[src/rtl/regfile_scoreboard_if.sv]
// Bundle of the write-back, read and issue signals of the register file
// with its busy scoreboard. The ID/WB side uses master, the register file
// uses slave.
interface regfile_scoreboard_if;
    logic [2:0]  w1_reg_MEM_WB;
    logic        reg_en_MEM_WB;
    logic [15:0] writedata_MEM_WB;
    logic        rd_en;
    logic [2:0]  rs_reg;
    logic [2:0]  rt_reg;
    logic        iss_en;
    logic [2:0]  iss_reg;
    logic [15:0] rs_data;
    logic [15:0] rt_data;
    logic        rd_valid;
    logic        stall;
    logic [7:0]  busy;

    modport master (
        output w1_reg_MEM_WB, reg_en_MEM_WB, writedata_MEM_WB,
        output rd_en, rs_reg, rt_reg, iss_en, iss_reg,
        input  rs_data, rt_data, rd_valid, stall, busy
    );

    modport slave (
        input  w1_reg_MEM_WB, reg_en_MEM_WB, writedata_MEM_WB,
        input  rd_en, rs_reg, rt_reg, iss_en, iss_reg,
        output rs_data, rt_data, rd_valid, stall, busy
    );
endinterface

[src/rtl/regfile_scoreboard.sv]
// Eight 16-bit registers with two registered read ports that bypass a
// same-cycle write-back, plus a per-register busy scoreboard that raises a
// combinational decode stall while a source operand is still in flight.
module regfile_scoreboard (
    input  logic                 clk,
    input  logic                 rst,
    regfile_scoreboard_if.slave  bus
);

    logic [15:0] r_regs [0:7];
    logic [15:0] r_rs_data;
    logic [15:0] r_rt_data;
    logic        r_rd_valid;
    logic [7:0]  r_busy;

    logic        w_clr_rs;
    logic        w_clr_rt;
    logic [15:0] w_rs_val;
    logic [15:0] w_rt_val;
    logic        w_stall;
    logic [7:0]  w_clr_mask;
    logic [7:0]  w_set_mask;
    logic [7:0]  w_busy_nxt;

    // True when the write-back of this cycle targets register x.
    function automatic logic wb_hit(input logic en, input logic [2:0] wreg,
                                    input logic [2:0] x);
        return en && (wreg == x);
    endfunction

    // Bypassed read values, hazard detection and next scoreboard state.
    always_comb begin
        w_clr_rs   = wb_hit(bus.reg_en_MEM_WB, bus.w1_reg_MEM_WB, bus.rs_reg);
        w_clr_rt   = wb_hit(bus.reg_en_MEM_WB, bus.w1_reg_MEM_WB, bus.rt_reg);
        w_rs_val   = w_clr_rs ? bus.writedata_MEM_WB : r_regs[bus.rs_reg];
        w_rt_val   = w_clr_rt ? bus.writedata_MEM_WB : r_regs[bus.rt_reg];
        // A write-back landing this cycle already resolves the hazard.
        w_stall    = bus.rd_en & ((r_busy[bus.rs_reg] & ~w_clr_rs) |
                                  (r_busy[bus.rt_reg] & ~w_clr_rt));
        w_clr_mask = bus.reg_en_MEM_WB ? (8'b0000_0001 << bus.w1_reg_MEM_WB) : 8'h00;
        w_set_mask = bus.iss_en ? (8'b0000_0001 << bus.iss_reg) : 8'h00;
        // Set is applied after clear so a younger producer keeps the bit.
        w_busy_nxt = (r_busy & ~w_clr_mask) | w_set_mask;
    end

    // Register storage written from the MEM/WB stage.
    always_ff @(posedge clk or negedge rst) begin
        if (!rst) begin
            for (int i = 0; i < 8; i++) begin
                r_regs[i] <= 16'h0000;
            end
        end else if (bus.reg_en_MEM_WB) begin
            r_regs[bus.w1_reg_MEM_WB] <= bus.writedata_MEM_WB;
        end else begin
            r_regs[bus.w1_reg_MEM_WB] <= r_regs[bus.w1_reg_MEM_WB];
        end
    end

    // Registered read ports; data holds when no read is captured.
    always_ff @(posedge clk or negedge rst) begin
        if (!rst) begin
            r_rs_data  <= 16'h0000;
            r_rt_data  <= 16'h0000;
            r_rd_valid <= 1'b0;
        end else begin
            r_rd_valid <= bus.rd_en;
            if (bus.rd_en) begin
                r_rs_data <= w_rs_val;
                r_rt_data <= w_rt_val;
            end else begin
                r_rs_data <= r_rs_data;
                r_rt_data <= r_rt_data;
            end
        end
    end

    // Busy scoreboard: bit i marks an in-flight producer of register i.
    always_ff @(posedge clk or negedge rst) begin
        if (!rst) begin
            r_busy <= 8'h00;
        end else begin
            r_busy <= w_busy_nxt;
        end
    end

    assign bus.rs_data  = r_rs_data;
    assign bus.rt_data  = r_rt_data;
    assign bus.rd_valid = r_rd_valid;
    assign bus.busy     = r_busy;
    assign bus.stall    = w_stall;

endmodule

[src/flat_wrapper.sv]
// flat-port wrapper written by rule: the top's interface ports become plain ports
module regfile_scoreboard_flat 
  (clk, rst, bus_w1_reg_MEM_WB, bus_reg_en_MEM_WB, bus_writedata_MEM_WB, bus_rd_en, bus_rs_reg, bus_rt_reg, bus_iss_en, bus_iss_reg, bus_rs_data, bus_rt_data, bus_rd_valid, bus_stall, bus_busy);
  regfile_scoreboard_if bus_i ();
  input  logic clk;
  input  logic rst;
  input wire logic [$bits(bus_i.w1_reg_MEM_WB)-1:0] bus_w1_reg_MEM_WB;
  input wire logic [$bits(bus_i.reg_en_MEM_WB)-1:0] bus_reg_en_MEM_WB;
  input wire logic [$bits(bus_i.writedata_MEM_WB)-1:0] bus_writedata_MEM_WB;
  input wire logic [$bits(bus_i.rd_en)-1:0] bus_rd_en;
  input wire logic [$bits(bus_i.rs_reg)-1:0] bus_rs_reg;
  input wire logic [$bits(bus_i.rt_reg)-1:0] bus_rt_reg;
  input wire logic [$bits(bus_i.iss_en)-1:0] bus_iss_en;
  input wire logic [$bits(bus_i.iss_reg)-1:0] bus_iss_reg;
  output wire logic [$bits(bus_i.rs_data)-1:0] bus_rs_data;
  output wire logic [$bits(bus_i.rt_data)-1:0] bus_rt_data;
  output wire logic [$bits(bus_i.rd_valid)-1:0] bus_rd_valid;
  output wire logic [$bits(bus_i.stall)-1:0] bus_stall;
  output wire logic [$bits(bus_i.busy)-1:0] bus_busy;
  assign bus_i.w1_reg_MEM_WB = bus_w1_reg_MEM_WB;
  assign bus_i.reg_en_MEM_WB = bus_reg_en_MEM_WB;
  assign bus_i.writedata_MEM_WB = bus_writedata_MEM_WB;
  assign bus_i.rd_en = bus_rd_en;
  assign bus_i.rs_reg = bus_rs_reg;
  assign bus_i.rt_reg = bus_rt_reg;
  assign bus_i.iss_en = bus_iss_en;
  assign bus_i.iss_reg = bus_iss_reg;
  assign bus_rs_data = bus_i.rs_data;
  assign bus_rt_data = bus_i.rt_data;
  assign bus_rd_valid = bus_i.rd_valid;
  assign bus_stall = bus_i.stall;
  assign bus_busy = bus_i.busy;
  regfile_scoreboard u_core (.clk(clk), .rst(rst), .bus(bus_i));
endmodule
[config.mk]
export PLATFORM = sky130hd
export DESIGN_NAME = regfile_scoreboard_flat
export DESIGN_NICKNAME = d
export VERILOG_FILES = /design/src/rtl/regfile_scoreboard_if.sv /design/src/rtl/regfile_scoreboard.sv /design/src/flat_wrapper.sv
export SDC_FILE = /design/constraint.sdc
export NUM_CORES = 1
export LEC_CHECK = 0
export ABC_CLOCK_PERIOD_IN_PS = 4500
export CAP_MARGIN = 20
export CORE_AREA = 2 2 166 168
export DETAILED_ROUTE_END_ITERATION = 6
export DIE_AREA = 0 0 168 170
export PLACE_DENSITY = 0.61
export SLEW_MARGIN = 15
export SYNTH_ARGS = -nofsm -noshare
export SYNTH_HDL_FRONTEND = slang
export SYNTH_SLANG_ARGS = --single-unit
[constraint.sdc]
create_clock -name clk -period 4.5 [get_ports clk]
set_input_delay 1.35 -clock clk [delete_from_list [all_inputs] [get_ports clk]]
set_output_delay 1.35 -clock clk [all_outputs]
set_load 0.005 [all_outputs]
==> run_results.csv, run 1 <==
group,metric,value,unit
final_layout,antenna_cells,0,
grt,grt.total_usage,0.231,
route,first_pass_iters,7,
clock_network,cts_buffers,17,
placed_design,place_hpwl,20600,um
synthesis,yosysMostFrequentCell,"dfrtp_1",
timing,rsz0062_at_grt,"no",
worst_setup_path,crit_family,"buffers and inverters",
synthesis,synth_ff_type,"dfrtp_1",
route,first_iter_violations,771,
worst_setup_path,ff2ff_path_depth,4,
synthesis,yosys.area.top_type,"dfrtp_1",
die,rows,60,
grt,grt_max_degree,71,
synthesis,yosys_warnings,0,
synthesis,muxShareOfSynthArea,0.216,
worst_setup_path,crit_chain,"clkdlybuf4s50_1, xor2_2, o41ai_4, or2_2, o311ai_0, dlygate4sd2_1",
die,die_area,28600,um2
grt,grt_antenna_before_repair,0,
timing,slew_headroom,0.430,
route,vias,8410,
hold_path,hold_depth,1,
clock_network,cts_tree,"built",
timing,setup_viol,0,
grt,grt_pass1_vias,8242,
synthesis,synth_seq_area_share,0.412,
worst_setup_path,cp_max_fo,2,
synthesis,synth_fp_nets,989,
synthesis,synthArstFlopShare,1.00,
die,die_y,170,um
timing,finalCriticalPeriod,4.29,ns
worst_setup_path,crit_slowest_cell,"clkdlybuf4s50_1",
synthesis,yosysUniqueCellTypes,63,
worst_setup_path,startpoint_type,"primary input",
synthesis,syn_area,10300,um2
grt,overflow,0,
worst_setup_path,crit_buf_inv,2,
worst_setup_path,cp.depth,6,
clock_network,htreeDepth,4,
die,coreArea,26700,um2
placed_design,gp_congestion,0.890,
clock_network,cts_max_path_buffers,2,
route,drt_drc_violations_left,0,
worst_setup_path,criticalPathCategory,"in -> out",
worst_setup_path,arrival,2.94,ns
worst_setup_path,crit_required,3.15,ns
synthesis,yosys.area_share.xor_xnor,0.00585,
clock_network,clkTransAtPathRegs,0.06,ns
synthesis,yosys-top-cells-count,"dfrtp_1 (169), nand2_1 (144), o21ai_0 (94)",
synthesis,synth_top_area_frac,0.412,
die,num_io_pins,75,
route,wl,32000,um
die,initial_core_util,0.385,
synthesis,syn_avg_cell_area,10.7,um2
clock_network,clock_latency,0.44,ns
synthesis,synth_adder_area_share,0,
timing,setup_tns,0,ns
synthesis,synth_top_family_by_area,"multiplexers",
grt,grt_pass1_wl,50500,um
synthesis,synth_edf_count,0,
clock_network,holdBufCountCts,0,
synthesis,yosys-top-cells-area,"dfrtp_1 (41%), mux4_2 (13%), mux2i_1 (5.4%)",
final_layout,drive_gt1_frac,0.168,
hold_path,worst_hold_path_type,"reg -> reg",
synthesis,synth_compound_area_frac,0.183,
timing,final_max_slew_viol_count,0,
power,p_per_area,413,nW/um2
power,p_total,4.85,mW
route,wl_per_cell,23.7,um
run_status,status,"finished, final reports clean",
timing,fmaxAchievable,233,MHz
worst_setup_path,crit_path_end_kind,"output pin",
worst_setup_path,cpPeakStageDelay,0.48,ns
timing,finalHoldViolations,0,
clock_network,clockRootBuffer,"clkbuf_16",
die,die-width,168,um
power,leakage,4.67,nW
power,ir_worst_vdd,0.240,mV
timing,finalClockSkew,0.00823,ns
placed_design,io_buffers,74,
timing,tightest_slew,0.855,ns
synthesis,syn_inst,956,
flow_run,cap_viol_max_count,0,
clock_network,clkSinkCount,169,
final_layout,nNetsFinal,1030,
route,antenna_left,0,
route,viasPerCell,6.23,
synthesis,ys_ff_latch,169,
synthesis,synthSimpleGateAreaFrac,0.127,
timing,period_share,0.953,
final_layout,area_growth,14.3,%
## timing repair
item                                    in CTS  in global routing
buffers inserted                             0                  0
endpoints found under the setup margin       1                  0
gates resized for setup                      1                  0
## placed cells by master (no fill, tap or decap), types with 5 or more instances in the layout
cell type / count
o21ai_0: 94
a21oi_1: 51
mux4_1: 8
a31oi_1: 8
nor2b_1: 15
nor2_1: 44
mux4_2: 61
clkinv_4: 5
buf_4: 41
o2bb2ai_1: 9
mux2_2: 6
o31ai_1: 42
o21ai_1: 11
nand2b_1: 11
nand2_1: 144
inv_1: 5
clkdlybuf4s50_1: 65
a21oi_2: 5
nor4b_1: 14
a221o_1: 37
mux2i_1: 55
buf_2: 7
dfrtp_1: 169
clkbuf_16: 17
nor4_1: 13
## per-stage QoR
| stage | area [um2] | setup slack [ns] | hold WS (ns) | util | std cells |
|---|---|---|---|---|---|
| finish | 11700 | 0.211 | 0.514 | 0.440 | 1351 |
| global route | 11700 | 0.160 | 0.530 | 0.440 | 1351 |
| CTS | 11700 | 0.223 | 0.518 | 0.440 | 1351 |
| detailed placement | 11200 | -0.0364 | 0.503 | 0.419 | 1319 |
| global placement | 11200 | -0.0318 | 0.497 | 0.419 | 1319 |
| floorplan | 10300 | 0.590 | 0.472 | - | 956 |
## layer usage
layer  part of all wire  global-route usage
met1               0.43               0.317
met2               0.47               0.376
met3              0.074              0.0347
met4              0.022              0.0771
met5                  0                   0
## cells by family (layout without fill, tap and decap cells)
group                  Yosys count  count (layout)
AO/OA/AOI/OAI                  279             279
AND/OR/NAND/NOR                269             269
flip-flops                     169             169
multiplexers                   131             131
buffers and inverters          102             156
XOR/XNOR                         6               6
## registers in the layout (all words and copies together), names as in the netlist
signal,flops
u_core.r_regs,128
u_core.bus.rs_data,16
u_core.bus.rt_data,16
u_core.bus.rd_valid,1
u_core.bus.busy,8
## cell type report
class	instances	area, um2
clock buffer	18	429
clock inverter	14	128
fill	2472	14900
inverter	8	30.0
multi-input combinational	685	5460
sequential	169	4230
tap	341	427
timing repair buffer	116	1030
## path summary, 6_finish.rpt
| path | start | to | slack [ns] |
|---|---|---|---|
| min | u_core.bus.rs_data[3] | u_core.bus.rs_data[3] | 0.51 |
| max in group asynchronous | rst | u_core.r_regs[90] | 2.69 |
| max | bus_rs_reg[1] | bus_stall | 0.21 |
| min reg2reg | u_core.bus.rs_data[3] | u_core.bus.rs_data[3] | 0.51 |
| min in group asynchronous | rst | u_core.bus.busy[5] | 0.88 |
| max reg2reg | u_core.r_regs[15] | u_core.r_regs[47] | 2.84 |
## power breakdown
group          switching (mW)  internal, mW  leakage (nW)
clock network           0.645         0.763         0.262
logic                   0.585         0.708          2.39
registers               0.310          1.84          2.02
total                    1.54          3.31          4.67
No activity file was read; power rests on OpenSTA's default activity.
==> inputs of run 2 (changes only) <==
Settings changed: CTS_CLUSTER_DIAMETER set to 60.
==> results of run 2 <==
The final DEF is identical to that of run 1; final timing and power are the same.
==> inputs of run 3 (changes only) <==
Settings changed: CORE_AREA 2 2 166 168 to 2 2 158 176, DIE_AREA 0 0 168 170 to 0 0 160 178.
==> run 3 against run 2 <==
  * Count of clock-buffer cells in the layout up 1
  * Utilization up 0.36 points
  * Wire length up 0.13%
  * Cell count up 1.6%
  * Flip-flop and latch count unchanged
  * Setup slack better by 0.039 ns
  * Largest cell class unchanged
  * Maximum frequency up 0.91%
  * Global-route usage up 0.14 points
  * Combinational power about the same
==> run_results.csv, run 3 (same netlist as run 1, synthesis figures left out) <==
group,metric,value,unit
clock_network,cts_max_path_buffers,2,
die,die_y,178,um
clock_network,cts_buffers,17,
final_layout,seqCellArea,4230,um2
worst_setup_path,r2r-start,"u_core.r_regs[15]",
timing,period_share,0.944,
route,viasPerCell,6.02,
grt,overflow,0,
route,vias,8259,
power,ir_worst_vdd,0.289,mV
route,antenna_left,0,
grt,grt_pass1_wl,50200,um
final_layout,area_growth,15.1,%
route,drt_drc_violations_left,0,
die,die-width,160,um
grt,grt_max_degree,84,
final_layout,nNetsFinal,1036,
grt,grt_antenna_before_repair,0,
final_layout,multi_input_area,5460,um2
die,die_area,28500,um2
clock_network,post_cts.resized_instances,1,
placed_design,io_buffers,74,
power,p_per_area,415,nW/um2
die,coreArea,26600,um2
worst_setup_path,r2r_end,"u_core.r_regs[79]",
timing,rsz0062_at_grt,"no",
die,rows,63,
die,num_io_pins,75,
clock_network,cts_setup_buffers,0,
run_status,status,"finished, final reports clean",
worst_setup_path,r2r_setup_slack,2.79,ns
final_layout,mostFrequentLayoutCells,"dfrtp_1 (169), nand2_1 (144), o21ai_0 (94)",
placed_design,gp_congestion,0.833,
clock_network,holdBufCountCts,0,
hold_path,whs_endpoint,"u_core.bus.rs_data[11]",
timing,slew_headroom,0.356,
timing,final_max_slew_viol_count,0,
route,first_pass_iters,5,
final_layout,regMostFlops,"u_core.r_regs",
worst_setup_path,cp_max_fo,4,
final_layout,antenna_cells,0,
power,p_int,3.35,mW
worst_setup_path,startpoint_type,"primary input",
placed_design,dp_slack,-0.0129,ns
final_layout,final_common_cell,"dfrtp_1",
power,swShare,0.318,
worst_setup_path,criticalPathCategory,"in -> out",
worst_setup_path,arrival,2.90,ns
grt,grt_pass1_vias,8268,
route,wl_per_cell,23.4,um
final_layout,largest_reg_flops,128,
timing,setup_viol,0,
route,wl,32100,um
power,seqPwrFrac,0.437,
clock_network,clkSinkCount,169,
clock_network,clkTransAtPathRegs,0.06,ns
power,power_frac_clock,0.298,
die,initial_core_util,0.385,
final_layout,drive_gt1_frac,0.174,
timing,finalHoldViolations,0,
timing,setup_tns,0,ns
power,leakage,4.72,nW
placed_design,numPlacedInstances,1341,
power,pwr-share-comb,0.265,
route,first_iter_violations,794,
timing,finalWorstSetupSlack,0.250,ns
power,p_total,4.90,mW
clock_network,clock_latency,0.44,ns
clock_network,cts_tree,"built",
worst_setup_path,crit_required,3.15,ns
hold_path,hold_depth,1,
timing,tightest_slew,0.967,ns
hold_path,worst_hold_path_type,"reg -> reg",
worst_setup_path,crit_path_end_kind,"output pin",
hold_path,min-delay-start,"u_core.bus.rs_data[11]",
clock_network,htreeDepth,4,
timing,fmaxAchievable,235,MHz
flow_run,cap_viol_max_count,0,
clock_network,clockRootBuffer,"clkbuf_16",
timing,finalClockSkew,0.0118,ns
timing,finalCriticalPeriod,4.25,ns
power,p_switching,1.56,mW
final_layout,final_cells,1373,
grt,grt.total_usage,0.232,
final_layout,fillers,2539,
placed_design,place_hpwl,20900,um
worst_setup_path,ff2ff_path_depth,4,
run 3: cell count changes in the layout (fill, tap and decap cells not counted):
cell / before / now
buf_12: 1 / 2
inv_6: 1 / 4
clkinvlp_4: 4 / 2
clkbuf_8: 0 / 2
clkinv_4: 5 / 2
clkinv_2: 3 / 4
clkbuf_1: 1 / 0
buf_4: 41 / 46
run 3: worst max path at each step:
stage,depth (start not counted),end,from
4_1_cts,6,bus_stall,bus_reg_en_MEM_WB
6_report,6,bus_stall,bus_reg_en_MEM_WB
2_1_floorplan,5,bus_stall,bus_rt_reg[1]
5_1_grt,6,bus_stall,bus_reg_en_MEM_WB
3_3_place_gp,6,bus_stall,bus_rs_reg[1]
3_5_place_dp,6,bus_stall,bus_rs_reg[1]
run 3: area by class of cell:
| class | instances | area share |
|---|---|---|
| Tap cell | 357 | 0.0378 |
| Timing Repair Buffer | 122 | 0.0923 |
| Sequential cell | 169 | 0.358 |
| Inverter | 8 | 0.00254 |
| Clock inverter | 13 | 0.00995 |
| Multi-Input combinational cell | 685 | 0.461 |
| Clock buffer | 19 | 0.0383 |
run 3: worst max-delay path, stage by stage:
cell and delay (ns):
clkdlybuf4s50_1 0.57, inv_2 0.08, o41ai_4 0.35, or2_2 0.16
o311ai_0 0.11, dlygate4sd2_1 0.29
run 3: per-layer routing:
layer  up-vias  wire length (um)  track usage
met5         -                 0            0
met4         0               945       0.0920
met3        62              1880       0.0332
met2       335             16000        0.396
met1      4149             13200        0.300
li1       3713                 -            -
run 3: power by group through the flow:
stage               clock, mW  combinational (mW)  sequential, mW
floorplan                   0               0.864            2.07
global placement            0                1.28            2.15
detailed placement          0                1.31            2.16
CTS                      1.48                1.31            2.13
global route             1.54                1.42            2.18
finish                   1.46                1.30            2.14
run 3: through the flow:
stage | hold WS (ns) | utilization | cell area (um2)
after floorplan | 0.472 | - | 10300
after global placement | 0.496 | 0.422 | 11300
after detailed placement | 0.504 | 0.422 | 11300
after CTS | 0.519 | 0.444 | 11800
after global routing | 0.532 | 0.444 | 11800
final | 0.511 | 0.444 | 11800
